===== config.mk =====
export PLATFORM = sky130hd
export DESIGN_NAME = key_debouncer_flat
export DESIGN_NICKNAME = d
export VERILOG_FILES = /design/src/rtl/key_debouncer_if.sv /design/src/rtl/key_debouncer.sv /design/src/flat_wrapper.sv
export SDC_FILE = /design/constraint.sdc
export NUM_CORES = 1
export LEC_CHECK = 0
export ABC_AREA = 0
export CAP_MARGIN = 10
export CORE_ASPECT_RATIO = 1.75
export CORE_MARGIN = 2
export CORE_UTILIZATION = 25
export DETAILED_ROUTE_END_ITERATION = 7
export GPL_TIMING_DRIVEN = 0
export PLACE_DENSITY = 0.51
export SYNTH_ARGS = -nofsm -noshare
export SYNTH_HDL_FRONTEND = slang
export SYNTH_SLANG_ARGS = --single-unit

===== constraint.sdc =====
create_clock -name CLOCK_50 -period 3.1 [get_ports CLOCK_50]
set_input_delay 0.465 -clock CLOCK_50 [delete_from_list [all_inputs] [get_ports CLOCK_50]]
set_output_delay 0.465 -clock CLOCK_50 [all_outputs]
set_load 0.05 [all_outputs]

===== src/rtl/key_debouncer_if.sv =====
// Board-side bundle for key_debouncer: raw active-low KEY pins plus the
// per-key conditioned event outputs.
interface key_debouncer_if #(
  parameter int unsigned NUM_KEYS = 4
);
  logic [NUM_KEYS-1:0] KEY;
  logic [NUM_KEYS-1:0] pressed;
  logic [NUM_KEYS-1:0] press_pulse;
  logic [NUM_KEYS-1:0] release_pulse;
  logic [NUM_KEYS-1:0] long_pulse;
  logic [NUM_KEYS-1:0] toggle;

  // master: the pins and the event consumer; slave: the debouncer itself
  modport master (
    output KEY,
    input  pressed, press_pulse, release_pulse, long_pulse, toggle
  );

  modport slave (
    input  KEY,
    output pressed, press_pulse, release_pulse, long_pulse, toggle
  );
endinterface


===== src/rtl/key_debouncer.sv =====
// Per-key push-button conditioner: 2-flop sync, 4-state debounce FSM,
// press/release/long-press pulses and a press-toggled latch.
module key_debouncer #(
  parameter int unsigned NUM_KEYS          = 4,
  parameter int unsigned DEBOUNCE_CYCLES   = 1000000,
  parameter int unsigned LONG_PRESS_CYCLES = 50000000
) (
  input  logic         CLOCK_50,
  input  logic         RST_N,
  key_debouncer_if.slave kif
);

  localparam int unsigned CW = $clog2(DEBOUNCE_CYCLES) + 1;
  localparam int unsigned HW = $clog2(LONG_PRESS_CYCLES) + 1;
  localparam logic [CW-1:0] CNT_LAST  = CW'(DEBOUNCE_CYCLES - 1);
  localparam logic [HW-1:0] HOLD_LAST = HW'(LONG_PRESS_CYCLES - 1);
  localparam logic [HW-1:0] HOLD_MAX  = HW'(LONG_PRESS_CYCLES);

  typedef enum logic [1:0] {
    RELEASED,
    PRESS_PEND,
    PRESSED,
    RELEASE_PEND
  } state_e;

  for (genvar k = 0; k < NUM_KEYS; k++) begin : g_key
    logic [1:0]    sync_q;
    logic          ks;
    state_e        state_q, state_d;
    logic [CW-1:0] cnt_q, cnt_d;
    logic [HW-1:0] hold_q, hold_d;
    logic          pressed_q, pressed_d;
    logic          ppulse_q, ppulse_d;
    logic          rpulse_q, rpulse_d;
    logic          lpulse_q, lpulse_d;
    logic          tog_q, tog_d;

    // sync_q[1] is the second stage; pins idle high (released)
    assign ks = ~sync_q[1];

    always_ff @(posedge CLOCK_50 or negedge RST_N) begin
      if (!RST_N) begin
        sync_q    <= '1;
        state_q   <= RELEASED;
        cnt_q     <= '0;
        hold_q    <= '0;
        pressed_q <= 1'b0;
        ppulse_q  <= 1'b0;
        rpulse_q  <= 1'b0;
        lpulse_q  <= 1'b0;
        tog_q     <= 1'b0;
      end else begin
        sync_q    <= {sync_q[0], kif.KEY[k]};
        state_q   <= state_d;
        cnt_q     <= cnt_d;
        hold_q    <= hold_d;
        pressed_q <= pressed_d;
        ppulse_q  <= ppulse_d;
        rpulse_q  <= rpulse_d;
        lpulse_q  <= lpulse_d;
        tog_q     <= tog_d;
      end
    end

    always_comb begin
      state_d   = state_q;
      cnt_d     = cnt_q;
      pressed_d = pressed_q;
      ppulse_d  = 1'b0;
      rpulse_d  = 1'b0;
      tog_d     = tog_q;

      case (state_q)
        RELEASED: begin
          if (ks) begin
            state_d = PRESS_PEND;
            cnt_d   = CW'(1);
          end else begin
            cnt_d   = '0;
          end
        end
        PRESS_PEND: begin
          if (!ks) begin
            state_d = RELEASED;
            cnt_d   = '0;
          end else if (cnt_q == CNT_LAST) begin
            state_d   = PRESSED;
            cnt_d     = '0;
            pressed_d = 1'b1;
            ppulse_d  = 1'b1;
            tog_d     = ~tog_q;
          end else begin
            cnt_d = cnt_q + CW'(1);
          end
        end
        PRESSED: begin
          if (!ks) begin
            state_d = RELEASE_PEND;
            cnt_d   = CW'(1);
          end else begin
            cnt_d   = '0;
          end
        end
        RELEASE_PEND: begin
          if (ks) begin
            state_d = PRESSED;
            cnt_d   = '0;
          end else if (cnt_q == CNT_LAST) begin
            state_d   = RELEASED;
            cnt_d     = '0;
            pressed_d = 1'b0;
            rpulse_d  = 1'b1;
          end else begin
            cnt_d = cnt_q + CW'(1);
          end
        end
      endcase

      // Hold count follows the registered level, so RELEASE_PEND bounce keeps it;
      // saturation at HOLD_MAX makes the HOLD_LAST match occur once per press.
      hold_d = hold_q;
      if (!pressed_q) begin
        hold_d = '0;
      end else if (hold_q != HOLD_MAX) begin
        hold_d = hold_q + HW'(1);
      end
      lpulse_d = pressed_q && (hold_q == HOLD_LAST);
    end

    assign kif.pressed[k]       = pressed_q;
    assign kif.press_pulse[k]   = ppulse_q;
    assign kif.release_pulse[k] = rpulse_q;
    assign kif.long_pulse[k]    = lpulse_q;
    assign kif.toggle[k]        = tog_q;
  end

endmodule


===== src/flat_wrapper.sv =====
// flat-port wrapper written by rule: the top's interface ports become plain ports
module key_debouncer_flat 
#(
  parameter int unsigned NUM_KEYS          = 4,
  parameter int unsigned DEBOUNCE_CYCLES   = 1000000,
  parameter int unsigned LONG_PRESS_CYCLES = 50000000
)
  (CLOCK_50, RST_N, kif_KEY, kif_pressed, kif_press_pulse, kif_release_pulse, kif_long_pulse, kif_toggle);
  key_debouncer_if #(.NUM_KEYS(NUM_KEYS)) kif_i ();
  input  logic CLOCK_50;
  input  logic RST_N;
  input wire logic [$bits(kif_i.KEY)-1:0] kif_KEY;
  output wire logic [$bits(kif_i.pressed)-1:0] kif_pressed;
  output wire logic [$bits(kif_i.press_pulse)-1:0] kif_press_pulse;
  output wire logic [$bits(kif_i.release_pulse)-1:0] kif_release_pulse;
  output wire logic [$bits(kif_i.long_pulse)-1:0] kif_long_pulse;
  output wire logic [$bits(kif_i.toggle)-1:0] kif_toggle;
  assign kif_i.KEY = kif_KEY;
  assign kif_pressed = kif_i.pressed;
  assign kif_press_pulse = kif_i.press_pulse;
  assign kif_release_pulse = kif_i.release_pulse;
  assign kif_long_pulse = kif_i.long_pulse;
  assign kif_toggle = kif_i.toggle;
  key_debouncer #(.NUM_KEYS(NUM_KEYS), .DEBOUNCE_CYCLES(DEBOUNCE_CYCLES), .LONG_PRESS_CYCLES(LONG_PRESS_CYCLES)) u_core (.CLOCK_50(CLOCK_50), .RST_N(RST_N), .kif(kif_i));
endmodule

==> metrics.txt, run 1 <==
grt total ovfl 0; Die Width 164 um; top cell type's share of synthesized area 49.0%; startpoint type of the worst setup path flop; vias per inst 4.52; Buf/Inv on CP 2; internal power 0.00484 W; cell taking the most area after synthesis dfrtp_1; vias in the first global route 8464; Psw 0.00136 W; Worst Setup End Kind output pin; share of flip-flops with an asynchronous set or reset 100%; pin count of the biggest net entering global routing 87; IO Pins 26; hold buffers post-CTS 1; Worst-Margin Slew 0.952 ns; DP HPWL 16.5 mm; Crit Path Max Fanout 8; DRT Wirelength 23.8 mm; # setup viols final 0; Post-route DRC 0; Pre-antenna DRT Iters 4; largest stage delay on the critical path 0.79 ns; Finished Core Util 29.6%; cts bufs inserted 26; antenna violations before repair 0; core footprint 44300 um2; hold crit path type in -> reg; Setup Skew 0.0214 ns; post-synth cell types 48; unrepaired setup endpoints after global routing no; status finished, final reports clean; Synth Flop Type dfrtp_1; DR WL/cell 13.5 um; Leak 5.42 nW; Post-synth EDFFs 0; Sink Count 228; pwr/cell area 473 nW/um2; Crit path max-delay family buffers and inverters; final RePlAce weighted congestion 0.766; VDD IR max 0.000388 V; Seq/Total Area, Yosys 50.9%; Syn Area/Cell 10.1 um2; global-route wire length before repair 41.6 mm; Sw Ratio 22.0%; GR Util All Layers 10.6%; n_diodes 0; CP arrival 2.08 ns; Seq cells post-synth 228; part of the power in the clock network 49.5%; P&R area growth vs syn 16.8%; IO buf count 25; number of cell rows 102; die area 46700 um2; Worst-Skew Late Latency 0.55 ns; Detailed Route Iter0 Violations 277; most frequent cells in the layout dfrtp_1, nor2_1, nand3_1; # H-tree levels 1; Mapped Area 11200 um2; Setup CP Type reg -> out; CTS resizes 0; commonest non-fill, non-tap cell in the layout dfrtp_1; crit-path cells buf_4, clkdlybuf4s50_1; Via Count 7957; cell at the root of the clock tree clkbuf_16; share of cells above drive strength 1 7.31%; largest cells by area after synthesis dfrtp_1, xor2_1, xnor2_1, and2_1, nand3_1; Max transition margin 36.0%; Post-Syn Instances 1116; Starting Density 25.4%; syn_nets 1134; fin crit period 2.54 ns; Required @ worst endpoint 2.63 ns; fmax 394 MHz; Ys Warns 0; Die Y 284 um; # Post-CTS Setup Buffers 0; max cap viols 0; clk buf depth 3; Final Hold Viols 0; # fillers 4535; Slew Limit Fails 0; Flop pwr share 48.6%; Nets 1190; Logic pwr share 1.9%; Reg clk slew, reported paths 0.06 ns; Post-DRT Antenna Nets 0; CP max stage cell clkdlybuf4s50_1; CTS tree done; period utilization 82.0%; setup TNS 0 ns
sequential cells by signal, indices dropped and copies added, names as in the netlist, named ones only:
signal	flops
u_core.g_key.pressed_q	4
u_core.g_key.cnt_q	84
u_core.g_key.sync_q	8
u_core.g_key.tog_q	4
u_core.g_key.lpulse_q	4
u_core.g_key.rpulse_q	4
u_core.g_key.ppulse_q	4
u_core.g_key.hold_q	108
u_core.g_key.state_q	4
through the flow:
step	hold WS, ns	cell area, um2	power, W	setup slack, ns	cells
finish	0.320	13100	0.00620	0.559	1762
global route	0.305	13100	0.00646	0.474	1762
CTS	0.285	13100	0.00635	0.492	1762
detailed placement	0.348	12300	0.00319	0.731	1715
global placement	0.346	12200	0.00318	-8.91	1713
floorplan	0.169	11200	0.00310	1.13	1116
power by group through the flow:
| stage | logic, W | clock network, W | registers (W) |
|---|---|---|---|
| after detailed placement | 0.000126 | 0 | 0.00307 |
| after global routing | 0.000140 | 0.00331 | 0.00301 |
| after global placement | 0.000115 | 0 | 0.00307 |
| after CTS | 0.000127 | 0.00321 | 0.00301 |
| final | 0.000118 | 0.00307 | 0.00301 |
| after floorplan | 0.0000341 | 0 | 0.00306 |
worst paths after layout:
check	cells past startpoint	to	from	slack, ns
max in group asynchronous	4	u_core.g_key[0].sync_q[0]	RST_N	1.40
max	2	kif_pressed[0]	u_core.g_key[0].pressed_q	0.56
min	1	u_core.g_key[0].sync_q[0]	kif_KEY[0]	0.32
max reg2reg	6	u_core.g_key[3].hold_q[26]	u_core.g_key[3].hold_q[0]	0.73
min in group asynchronous	2	u_core.g_key[2].lpulse_q	RST_N	0.49
min reg2reg	0	u_core.g_key[0].sync_q[1]	u_core.g_key[0].sync_q[0]	0.35
worst register-to-register path: stages (launching register included):
cell     delay (ns)
dfrtp_1        0.44
ha_1           0.23
nand3_1        0.17
nor2_1         0.65
nand2_1        0.22
or4b_1         0.54
nand2_1        0.08
synth_stat cells (4+ instances only):
master	count
a211o_1	4
a21boi_0	14
and2_1	83
and3_1	21
and4_1	18
buf_4	21
clkbuf_1	24
dfrtp_1	220
dfstp_2	8
ha_1	12
inv_1	25
mux2i_1	8
nand2_1	80
nand2b_1	9
nand3_1	91
nand3b_1	4
nand4_1	50
nor2_1	118
nor2b_1	11
nor3_1	23
nor4_1	28
nor4b_1	8
o21ai_0	15
or2_2	4
or3_1	11
or4b_1	5
xnor2_1	82
xor2_1	87
cell type report:
type                    count  area, um2  area share, %
clock inverters             6       68.8          0.524
plain buffers              47        258           1.96
well taps                 572        716           5.45
multi-input cells         816       5170           39.4
repair buffers             28        320           2.44
clock buffers              40        783           5.97
inverters                  25       93.8          0.715
flip-flops and latches    228       5720           43.6
kinds of logic (layout without fill, tap and decap cells):
logic type      Yosys count  in the layout  synth area share [%]
compound gates           43             43                  2.55
simple gates            584            584                  28.2
fa+ha+maj                12             12                  1.34
mux                       8              8                 0.713
xor+xnor                169            169                  13.2
buf+inv                  72            146                  3.13
flops                   228            228                  50.9
routing by layer:
| layer | track usage, % | part of all wire [%] | vias to the layer above |
|---|---|---|---|
| met3 | 1.39 | 2.5 | 47 |
| met1 | 11.6 | 40 | 3933 |
| met2 | 20.4 | 55 | 72 |
| met4 | 4.10 | 3.2 | 0 |
| met5 | 0 | 0 | - |
| li1 | - | - | 3905 |
(Power assumes the default switching activity.)
==> run 2: changes to the inputs <==
--- a/config.mk
+++ b/config.mk
@@ -12,7 +12,7 @@
 export CORE_UTILIZATION = 25
 export DETAILED_ROUTE_END_ITERATION = 7
 export GPL_TIMING_DRIVEN = 0
-export PLACE_DENSITY = 0.51
+export PLACE_DENSITY = 0.52
 export SYNTH_ARGS = -nofsm -noshare
 export SYNTH_HDL_FRONTEND = slang
 export SYNTH_SLANG_ARGS = --single-unit
==> constraint.sdc (replaced) <==
create_clock -name CLOCK_50 -period 2.1 [get_ports CLOCK_50]
set_input_delay 0.315 -clock CLOCK_50 [delete_from_list [all_inputs] [get_ports CLOCK_50]]
set_output_delay 0.315 -clock CLOCK_50 [all_outputs]
set_load 0.05 [all_outputs]
==> run 2 against run 1 <==
Power grew 52%. Worst setup slack worse by 0.54 ns. Critical path depth up 3. Non-clock buffer count up 18. Flip-flop and latch count unchanged. First-iteration DRC count up 31%. Critical path type is now reg -> reg. Critical endpoint is now u_core.g_key[3].hold_q[1]. Largest cell class unchanged. Highest routed layer unchanged.
==> metrics.txt, run 2 (same netlist as run 1, synthesis figures left out) <==
status finished, final reports clean; Crit Path Max Fanout 6 (-2); # setup viols final 0 (unchanged); fmax 481 MHz; Largest register FFs 108 (unchanged); final RePlAce weighted congestion 0.764 (-0.20%); Pwr Total 0.00944 W (+52%); IO buf count 25 (unchanged); grt total ovfl 0 (unchanged); CTS tree done; pin count of the biggest net entering global routing 109 (+25%); share of cells above drive strength 1 11.8% (+4.4 points); Largest regs u_core.g_key.hold_q: 108 flops, u_core.g_key.cnt_q: 84 flops, u_core.g_key.sync_q: 8 flops; clk buf depth 3 (unchanged); Worst-Skew Late Latency 0.53 ns (-0.02 ns); hold_ws 0.194 ns (-0.126 ns); Post-DRT Antenna Nets 0 (unchanged); DRT Wirelength 23.8 mm (+0.11%); Area after DPL 12300 um2 (unchanged); vias in the first global route 8321 (-1.7%); global-route wire length before repair 40.7 mm (-2.2%); pre-CTS WS -0.360 ns (-1.09 ns); part of the power in the clock network 51.0% (+1.5 points); antenna violations before repair 0 (unchanged); DR WL/cell 13.4 um (-0.90%); Via Count 8092 (+1.7%); GR Util All Layers 10.4% (-0.25 points); Slew Limit Fails 0 (unchanged); VDD IR max 0.000607 V (+57%); hold crit path type in -> reg; core footprint 44300 um2 (unchanged); Die Width 164 um (unchanged); Max transition margin 51.2% (+15 points); Post-route DRC 0 (unchanged); Biggest register u_core.g_key.hold_q; Nets 1207 (+1.4%); vias per inst 4.55 (+0.67%); IO Pins 26 (unchanged); # fillers 4593 (+1.3%); internal power 0.00745 W (+54%); pwr/cell area 697 nW/um2 (+48%); Worst Setup End Kind flop; max cap viols 0 (unchanged); Pre-antenna DRT Iters 4 (unchanged); Worst-Margin Slew 0.726 ns (-0.226 ns); Flop pwr share 47.1% (-1.5 points); Psw 0.00199 W (+46%); number of cell rows 102 (unchanged); die area 46700 um2 (unchanged); most frequent cells in the layout dfrtp_1, nor2_1, nand3_1; Reg clk slew, reported paths 0.06 ns (about the same); Final WS setup 0.0210 ns (-0.538 ns); cell at the root of the clock tree clkbuf_16; Setup CP Type reg -> reg; Leak 5.77 nW (+6.5%); cts bufs inserted 25 (-3.8%); P&R area growth vs syn 20.5%; unrepaired setup endpoints after global routing yes; Sw Ratio 21.1% (-0.86 points); Starting Density 25.4% (unchanged); Die Y 284 um (unchanged); Logic pwr share 1.9% (about the same); fin area 13500 um2 (+3.2%); multi-input logic area 5370 um2 (+3.9%); DP HPWL 16.3 mm (-1.2%); Setup Skew 0.0130 ns (-0.00843 ns); Detailed Route Iter0 Violations 363 (+31%); startpoint type of the worst setup path flop; Sequential cell area 5720 um2 (about the same); Final Hold Viols 0 (unchanged); commonest non-fill, non-tap cell in the layout dfrtp_1; Sink Count 228 (unchanged); n_diodes 0 (unchanged); CP arrival 2.49 ns (+0.41 ns); fin crit period 2.08 ns; # H-tree levels 1 (unchanged); period utilization 99.0%; Required @ worst endpoint 2.51 ns (-0.12 ns)
## run 2: cell count changes in the layout (fill, tap and decap cells not counted), sizes merged, moves of 3 or more
cell and change:
clkdlybuf4s50 -17, dlygate4sd2 +10, buf +20, clkinv +3
dlymetal6s2s +6, clkbuf -10, bufinv +4
## run 2: critical path, stage by stage (launching register included)
cell     delay [ns]
dfrtp_1        0.38
or4b_4         0.53
or4_4          0.55
nor2_4         0.24
mux2i_1        0.21
nor2b_1        0.06
## run 2: timing repair
action,CTS,global route
resized for setup,30,41
cloned,0,0
pin swaps,6,9
setup endpoints to repair,79,118
endpoints found under the hold margin,51,0
hold buffers,1,0
setup buffers,9,10
## run 2: cell type report
cell class / instances / area share, %
inverter: 25 / 0.693
clock buffer: 32 / 5.18
buffer: 46 / 1.96
sequential: 228 / 42.2
tap: 572 / 5.29
multi-input combinational: 816 / 39.7
timing repair buffer: 47 / 3.47
clock inverter: 14 / 1.52
## run 2: metal layers
layer / vias to the layer above / wire length, um / track usage (%) / share of wire [%]
met4: 0 / 575 / 3.31 / 2.4
met2: 89 / 13000 / 19.8 / 55
met1: 4018 / 9650 / 11.7 / 41
met5: - / 0 / 0 / 0
met3: 41 / 606 / 1.34 / 2.5
li1: 3944 / - / - / -
## run 2: power by group through the flow
stage          Sequential [W]  Clock [W]  Combinational (W)
2_1_floorplan         0.00452          0          0.0000503
3_3_place_gp          0.00453          0           0.000170
3_5_place_dp          0.00452          0           0.000185
4_1_cts               0.00444    0.00502           0.000189
5_1_grt               0.00445    0.00519           0.000209
6_report              0.00445    0.00482           0.000178
## run 2: through the flow
stage / util [%] / instances / TNS, ns
3_5_place_dp: 27.7 / 1715 / -6.53
2_1_floorplan: - / 1116 / 0
6_report: 30.6 / 1780 / 0
5_1_grt: 30.6 / 1780 / -0.194
3_3_place_gp: 27.6 / 1713 / -2192.13
4_1_cts: 30.1 / 1770 / -0.0396
## run 2: worst paths after layout
check                                           start                   endpoint  slack [ns]  depth (start not counted)
max in group asynchronous                       RST_N  u_core.g_key[1].hold_q[2]        0.87                          3
min reg2reg                 u_core.g_key[1].sync_q[0]  u_core.g_key[1].sync_q[1]        0.36                          0
min in group asynchronous                       RST_N   u_core.g_key[2].lpulse_q        0.30                          2
max reg2reg                u_core.g_key[3].hold_q[18]  u_core.g_key[3].hold_q[1]        0.02                          5
min                                        kif_KEY[1]  u_core.g_key[1].sync_q[0]        0.19                          1
max                        u_core.g_key[3].hold_q[18]  u_core.g_key[3].hold_q[1]        0.02                          5
